===== src/rtl/control_fsm.sv =====
// rtl/control_fsm.sv - multicycle fetch/decode/execute controller for the processor datapath
module control_fsm #(
    parameter int PC_INC = 1
) (
    input  logic        clk,
    input  logic        reset_n,
    input  logic [15:0] memdata,
    input  logic        mem_ack,
    input  logic        alu_c,
    input  logic        alu_l,
    input  logic        alu_f,
    input  logic        alu_z,
    input  logic        alu_n,
    output logic        mem_req,
    output logic        mem_we,
    output logic        mem_addr_sel,
    output logic [15:0] instruction,
    output logic [3:0]  aluControl,
    output logic        pcRegEn,
    output logic        srcRegEn,
    output logic        dstRegEn,
    output logic        immRegEn,
    output logic        resultRegEn,
    output logic        signEn,
    output logic        regFileEn,
    output logic        pcRegMuxEn,
    output logic        shiftALUMuxEn,
    output logic        regImmMuxEn,
    output logic        exMemResultEn,
    output logic [1:0]  mux4En,
    output logic [4:0]  psr
);

    typedef enum logic [2:0] {
        S_RESET, S_FETCH, S_DECODE, S_EXEC, S_WB, S_MEM, S_LOAD_WB, S_BRANCH
    } state_t;

    typedef enum logic [2:0] {
        K_NOP, K_ALU, K_ALUI, K_SHIFT, K_LOAD, K_STOR, K_BRANCH
    } kind_t;

    typedef struct packed {
        logic       mem_req;
        logic       mem_we;
        logic       mem_addr_sel;
        logic [3:0] alu;
        logic       pc_en;
        logic       src_en;
        logic       dst_en;
        logic       imm_en;
        logic       res_en;
        logic       sign_en;
        logic       rf_en;
        logic       pc_mux;
        logic       shift_mux;
        logic       reg_imm_mux;
        logic       ex_mem_result;
        logic [1:0] mux4;
    } ctl_t;

    localparam logic [3:0] ALU_ADD = 4'b0000;
    // A zero increment is served by the datapath's constant-zero input.
    localparam logic [1:0] MUX4_PC = (PC_INC == 0) ? 2'd3 : 2'd2;

    function automatic logic is_alu_code(input logic [3:0] code);
        return code inside {4'h5, 4'h9, 4'hB, 4'h1, 4'h2, 4'h3, 4'hD};
    endfunction

    function automatic logic [3:0] alu_op(input logic [3:0] code);
        case (code)
            4'h9, 4'hB: return 4'b0001;
            4'h1:       return 4'b0010;
            4'h2:       return 4'b0011;
            4'h3:       return 4'b0100;
            4'hD:       return 4'b0101;
            default:    return ALU_ADD;
        endcase
    endfunction

    function automatic kind_t classify(input logic [3:0] op, input logic [3:0] ext);
        kind_t k;
        k = K_NOP;
        case (op)
            4'b0000: if (is_alu_code(ext)) k = K_ALU;
            4'b0100: begin
                if (ext == 4'b0000) k = K_LOAD;
                else if (ext == 4'b0100) k = K_STOR;
            end
            4'b1000: if (ext == 4'b0100 || ext[3:1] == 3'b000) k = K_SHIFT;
            4'b1100: k = K_BRANCH;
            default: if (is_alu_code(op)) k = K_ALUI;
        endcase
        return k;
    endfunction

    function automatic ctl_t drive(input state_t st, input logic [15:4] f,
                                   input logic z, input logic l);
        ctl_t  c;
        kind_t k;
        logic  taken;
        c = '0;
        k = classify(f[15:12], f[7:4]);
        case (f[11:8])
            4'b0000: taken = z;
            4'b0001: taken = !z;
            4'b1100: taken = l;
            4'b1110: taken = 1'b1;
            default: taken = 1'b0;
        endcase
        case (st)
            S_FETCH: c.mem_req = 1'b1;
            S_DECODE: begin
                c.src_en = 1'b1;
                c.dst_en = 1'b1;
                c.imm_en = 1'b1;
                c.mux4   = MUX4_PC;
                c.alu    = ALU_ADD;
                c.pc_en  = 1'b1;
            end
            S_EXEC: begin
                c.pc_mux = 1'b1;
                c.res_en = 1'b1;
                if (k == K_SHIFT) begin
                    c.shift_mux   = 1'b1;
                    c.reg_imm_mux = (f[7:4] != 4'b0100);
                end else begin
                    c.alu = alu_op((k == K_ALUI) ? f[15:12] : f[7:4]);
                    if (k == K_ALUI) begin
                        c.sign_en = 1'b1;
                        c.mux4    = 2'd1;
                    end
                end
            end
            S_WB: c.rf_en = 1'b1;
            S_MEM: begin
                c.mem_req      = 1'b1;
                c.mem_addr_sel = 1'b1;
                c.mem_we       = (k == K_STOR);
            end
            S_LOAD_WB: begin
                c.rf_en         = 1'b1;
                c.ex_mem_result = 1'b1;
            end
            S_BRANCH: if (taken) begin
                c.sign_en = 1'b1;
                c.mux4    = 2'd1;
                c.alu     = ALU_ADD;
                c.pc_en   = 1'b1;
            end
            default: ;
        endcase
        return c;
    endfunction

    state_t      state, nxt;
    kind_t       kind;
    logic [3:0]  fcode;
    logic [15:0] ir, ir_nxt;
    ctl_t        ctl;

    always_comb begin
        kind   = classify(ir[15:12], ir[7:4]);
        fcode  = (kind == K_ALUI) ? ir[15:12] : ir[7:4];
        nxt    = state;
        ir_nxt = ir;
        case (state)
            S_RESET: nxt = S_FETCH;
            S_FETCH: if (mem_ack) begin
                nxt    = S_DECODE;
                ir_nxt = memdata;
            end
            S_DECODE: case (kind)
                K_ALU, K_ALUI, K_SHIFT: nxt = S_EXEC;
                K_LOAD, K_STOR:         nxt = S_MEM;
                K_BRANCH:               nxt = S_BRANCH;
                default:                nxt = S_FETCH;
            endcase
            S_EXEC: nxt = (kind != K_SHIFT && fcode == 4'hB) ? S_FETCH : S_WB;
            S_MEM: if (mem_ack) nxt = (kind == K_LOAD) ? S_LOAD_WB : S_FETCH;
            default: nxt = S_FETCH;
        endcase
    end

    // Outputs are registered from the next state so each state's controls are glitch-free.
    always_ff @(posedge clk or negedge reset_n) begin
        if (!reset_n) begin
            state <= S_RESET;
            ir    <= '0;
            psr   <= '0;
            ctl   <= '0;
        end else begin
            state <= nxt;
            ir    <= ir_nxt;
            ctl   <= drive(nxt, ir_nxt[15:4], psr[1], psr[3]);
            if (state == S_EXEC && kind != K_SHIFT && fcode inside {4'h5, 4'h9, 4'hB})
                psr <= {alu_c, alu_l, alu_f, alu_z, alu_n};
        end
    end

    assign instruction   = ir;
    assign mem_req       = ctl.mem_req;
    assign mem_we        = ctl.mem_we;
    assign mem_addr_sel  = ctl.mem_addr_sel;
    assign aluControl    = ctl.alu;
    assign pcRegEn       = ctl.pc_en;
    assign srcRegEn      = ctl.src_en;
    assign dstRegEn      = ctl.dst_en;
    assign immRegEn      = ctl.imm_en;
    assign resultRegEn   = ctl.res_en;
    assign signEn        = ctl.sign_en;
    assign regFileEn     = ctl.rf_en;
    assign pcRegMuxEn    = ctl.pc_mux;
    assign shiftALUMuxEn = ctl.shift_mux;
    assign regImmMuxEn   = ctl.reg_imm_mux;
    assign exMemResultEn = ctl.ex_mem_result;
    assign mux4En        = ctl.mux4;

endmodule

===== config.mk =====
export PLATFORM = sky130hd
export DESIGN_NAME = control_fsm
export DESIGN_NICKNAME = d
export VERILOG_FILES = /design/src/rtl/control_fsm.sv
export SDC_FILE = /design/constraint.sdc
export NUM_CORES = 1
export LEC_CHECK = 0
export CELL_PAD_IN_SITES_DETAIL_PLACEMENT = 0
export CELL_PAD_IN_SITES_GLOBAL_PLACEMENT = 1
export CORE_ASPECT_RATIO = 0.75
export CORE_MARGIN = 3
export CORE_UTILIZATION = 40
export CTS_BUF_LIST = sky130_fd_sc_hd__clkbuf_8
export DETAILED_ROUTE_END_ITERATION = 12
export MAX_ROUTING_LAYER = met4
export PLACE_DENSITY_LB_ADDON = 0.2
export SYNTH_ARGS = -nofsm -noshare
export SYNTH_HDL_FRONTEND = slang
export SYNTH_SLANG_ARGS = --single-unit

===== constraint.sdc =====
create_clock -name clk -period 2.9 [get_ports clk]
set_input_delay 0.87 -clock clk [delete_from_list [all_inputs] [get_ports clk]]
set_output_delay 0.87 -clock clk [all_outputs]
set_load 0.02 [all_outputs]

==> impl_metrics.ini, run 1 <==
[worst_setup_path]
timing.rr.start = instruction[14]
worst-path-max-fanout = 12
r2r_endpoint = aluControl[1]
regToRegSetupSlack_ns = 0.52
worst-endpoint-arrival_ns = 2.95
ff2ff_path_depth = 5
setup.worst_path.start_class = input port
worst-setup-path-type = in2reg
crit_path_end_kind = flop
worst_ep_required_time_ns = 3.13

[power_and_ir_drop]
power.static_leakage_nw = 1.32
power_frac_seq = 0.295
switchingPower_w = 0.00147
power_density_over_the_cells_nw_per_um2 = 1110
power_w = 0.00340
pwr-share-comb = 0.564
cell_internal_pwr_w = 0.00193
maximum_resistive_drop_on_vdd_mv = 0.472
clock_network_fraction_of_design_power = 0.140
netSwitchingFraction = 0.433

[global_route]
track_usage = 0.189
grt_use_met1 = 0.273
grt_pass1_vias = 1840
grt_use_met3 = 0.0560
global_route.peak_usage_layer = met1
pin_count_of_the_biggest_net_entering_global_routing = 41
first_pass_grt_wire_length_um = 9320
antenna_found_initial = 0
met2_usage = 0.260
gr-total-overflow = 0

[finish]
highest_count_cells_in_the_layout_ignoring_fill_and_taps = 62 x clkdlybuf4s50_1, 40 x dfrtp_1, 26 x nand2_1, 18 x buf_4, 17 x nor2_1
synthToLayoutAreaGrowth_pct = 40.0
finalInstanceArea_um2 = 3080
num-nets-final = 322
n_antenna_cell = 0
post_layout_nonfiller_instances = 371
layout-drive-gt1-share = 0.147
most_common_library_cell_in_the_layout_ignoring_fill_and_taps = clkdlybuf4s50_1

[clock_tree]
cts_num_sinks = 40
htreeDepth = 2
max-clock-path-buffers = 2
cts_tree = yes
clkTransAtPathRegs_ns = 0.08
postCtsHoldBufs = 0
cts-buffers-inserted = 5
cts.root.buffer_cell = clkbuf_8
worstSkewPairLatency_ns = 0.29

[drt]
starting_drc_count_in_detailed_routing = 94
ant_nets = 0
via_count = 1937
route.detailed.drc = 0
avgRoutedWirePerCell_um = 15.7
drtPass1Iterations = 4
routed_via_density = 5.22
routed_wirelength_um = 5840

[yosys]
synth.lib_cells_used.distinct = 54
yosysSeqAreaShare = 0.456
commonest_register_cell_after_synthesis = dfrtp_1
syn_nets = 246
fraction_of_synthesis_flops_using_an_asynchronous_set_or_reset_pin = 1.00
synth_edf_count = 0
yosys_register_bits = 40
cell_count_after_synthesis = 222
syn_avg_cell_area_um2 = 9.90
synthesis.yosys.warnings = 0
summed_instance_area_of_the_synthesized_netlist_um2 = 2200

[timing]
final.period_utilization = 0.939
setup_repair_after_global_routing_missed_its_margin = no
relSlewSlack = 0.419
timing_worst_slew_pin_value_ns = 0.872
setup_ws_ns = 0.178
finalHoldViolCount = 0
maxSlewViolCount = 0
hold-worst-slack_ns = 0.480
final_period_minus_worst_setup_slack_ns = 2.72
finalClockSkew_ns = 0.00364
fmax_mhz = 367
number_of_setup_violations_in_the_final_report = 0

[outcome]
status = completed

[floorplan]
coreArea_um2 = 5090
die_height_um = 70.2
rows = 22
effective_utilization_at_floorplan = 0.431
io_pins = 65
floorplan.die.width_um = 91.6
die_area_um2 = 6430

[hold_path]
timing.hold.worst.start = instruction[3]
holdCritPathClass = reg2reg
worst_hold_path.endpoint = instruction[3]
hold_depth = 2

[placed_design]
dpl_cell_area_um2 = 2950
hpwl_after_detailed_placement_um = 4480
port_buffers = 63
gp_routability_congestion = 0.898
cell_count_after_placement = 363
dp_worst_setup_slack_ns = -0.149

[flow_run]
max_cap_violations = 0
==> how the worst max path moves through the flow <==
stage            start            end  slack, ns  cells after the start
2_1_floorplan  mem_ack  aluControl[0]       0.59                      8
4_1_cts        mem_ack  aluControl[1]       0.15                      9
5_1_grt        mem_ack         mem_we       0.07                     11
3_3_place_gp   mem_ack         mem_we      -0.05                     11
6_report       mem_ack         mem_we       0.18                     11
3_5_place_dp   mem_ack  aluControl[0]      -0.15                      9
==> critical path: stages <==
cell,delay (ns)
clkdlybuf4s50_1,0.42
nand4bb_1,0.18
inv_4,0.07
buf_4,0.19
buf_4,0.15
nand2_1,0.06
a21boi_2,0.20
inv_1,0.09
nor4_1,0.31
nand4_1,0.15
and4b_1,0.27
==> sequential cells by signal, indices dropped and copies added (netlist names), 2 cells and up <==
name and cells:
aluControl 3, psr 5, state 3, instruction 16, mux4En 2
==> per-stage QoR <==
step	setup TNS, ns	utilization
global route	0	0.604
detailed placement	-0.639	0.579
global placement	-0.207	0.579
finish	0	0.604
floorplan	0	-
CTS	0	0.603
==> final cells by class <==
| class | count | area [um^2] |
|---|---|---|
| timing repair buffer | 81 | 761 |
| clock buffer | 6 | 82.6 |
| tap | 72 | 90.1 |
| inverter | 16 | 62.6 |
| multi-input combinational | 154 | 1040 |
| sequential | 40 | 1000 |
| fill | 453 | 2020 |
| clock inverter | 2 | 38.8 |
==> power groups by stage <==
stage,sequential (W),clock [W],combinational [W]
3_3_place_gp,0.00101,0,0.00190
2_1_floorplan,0.00115,0,0.000987
4_1_cts,0.00101,0.000486,0.00192
3_5_place_dp,0.00102,0,0.00191
5_1_grt,0.00104,0.000510,0.00207
6_report,0.00101,0.000477,0.00192
==> what timing repair did <==
item | CTS | global route
endpoints found under the setup margin | 0 | 3
setup buffers | 0 | 0
resized for setup | 0 | 1
==> routing by layer <==
layer	vias to the layer above	wire length, um
li1	940	-
met1	923	2930
met4	0	40
met2	69	2470
met3	5	406
met5	-	0
==> synth_stat cells (all sizes together) (4+ instances only) <==
cell / instances / area (um^2)
dfrtp: 40 / 1000
inv: 16 / 62.6
a31oi: 4 / 25.0
nand2: 26 / 97.6
buf: 11 / 95.1
nor3: 9 / 45.0
mux2: 8 / 90.1
nand2b: 4 / 32.5
a21boi: 5 / 41.3
o211ai: 5 / 51.3
nor2b: 4 / 25.0
mux2i: 11 / 110
a21oi: 10 / 53.8
o21ai: 8 / 40.0
nor2: 18 / 70.1
==> cell families (layout without fill, tap and decap cells) <==
kind of cell,count (synthesis),count (layout),synth area share
AO/OA/AOI/OAI,51,51,0.178
XOR/XNOR,1,1,0.00399
AND/OR/NAND/NOR,82,82,0.196
flip-flops,40,40,0.456
other,1,1,0.00171
buffers and inverters,28,105,0.0735
multiplexers,19,19,0.0911
Power figures use the tool's default switching activity.
==> run 2: changes to the inputs <==
- TNS_END_PERCENT: default -> 100
==> results of run 2 <==
Same layout as run 1: the final DEF is identical, and so are final timing and power.
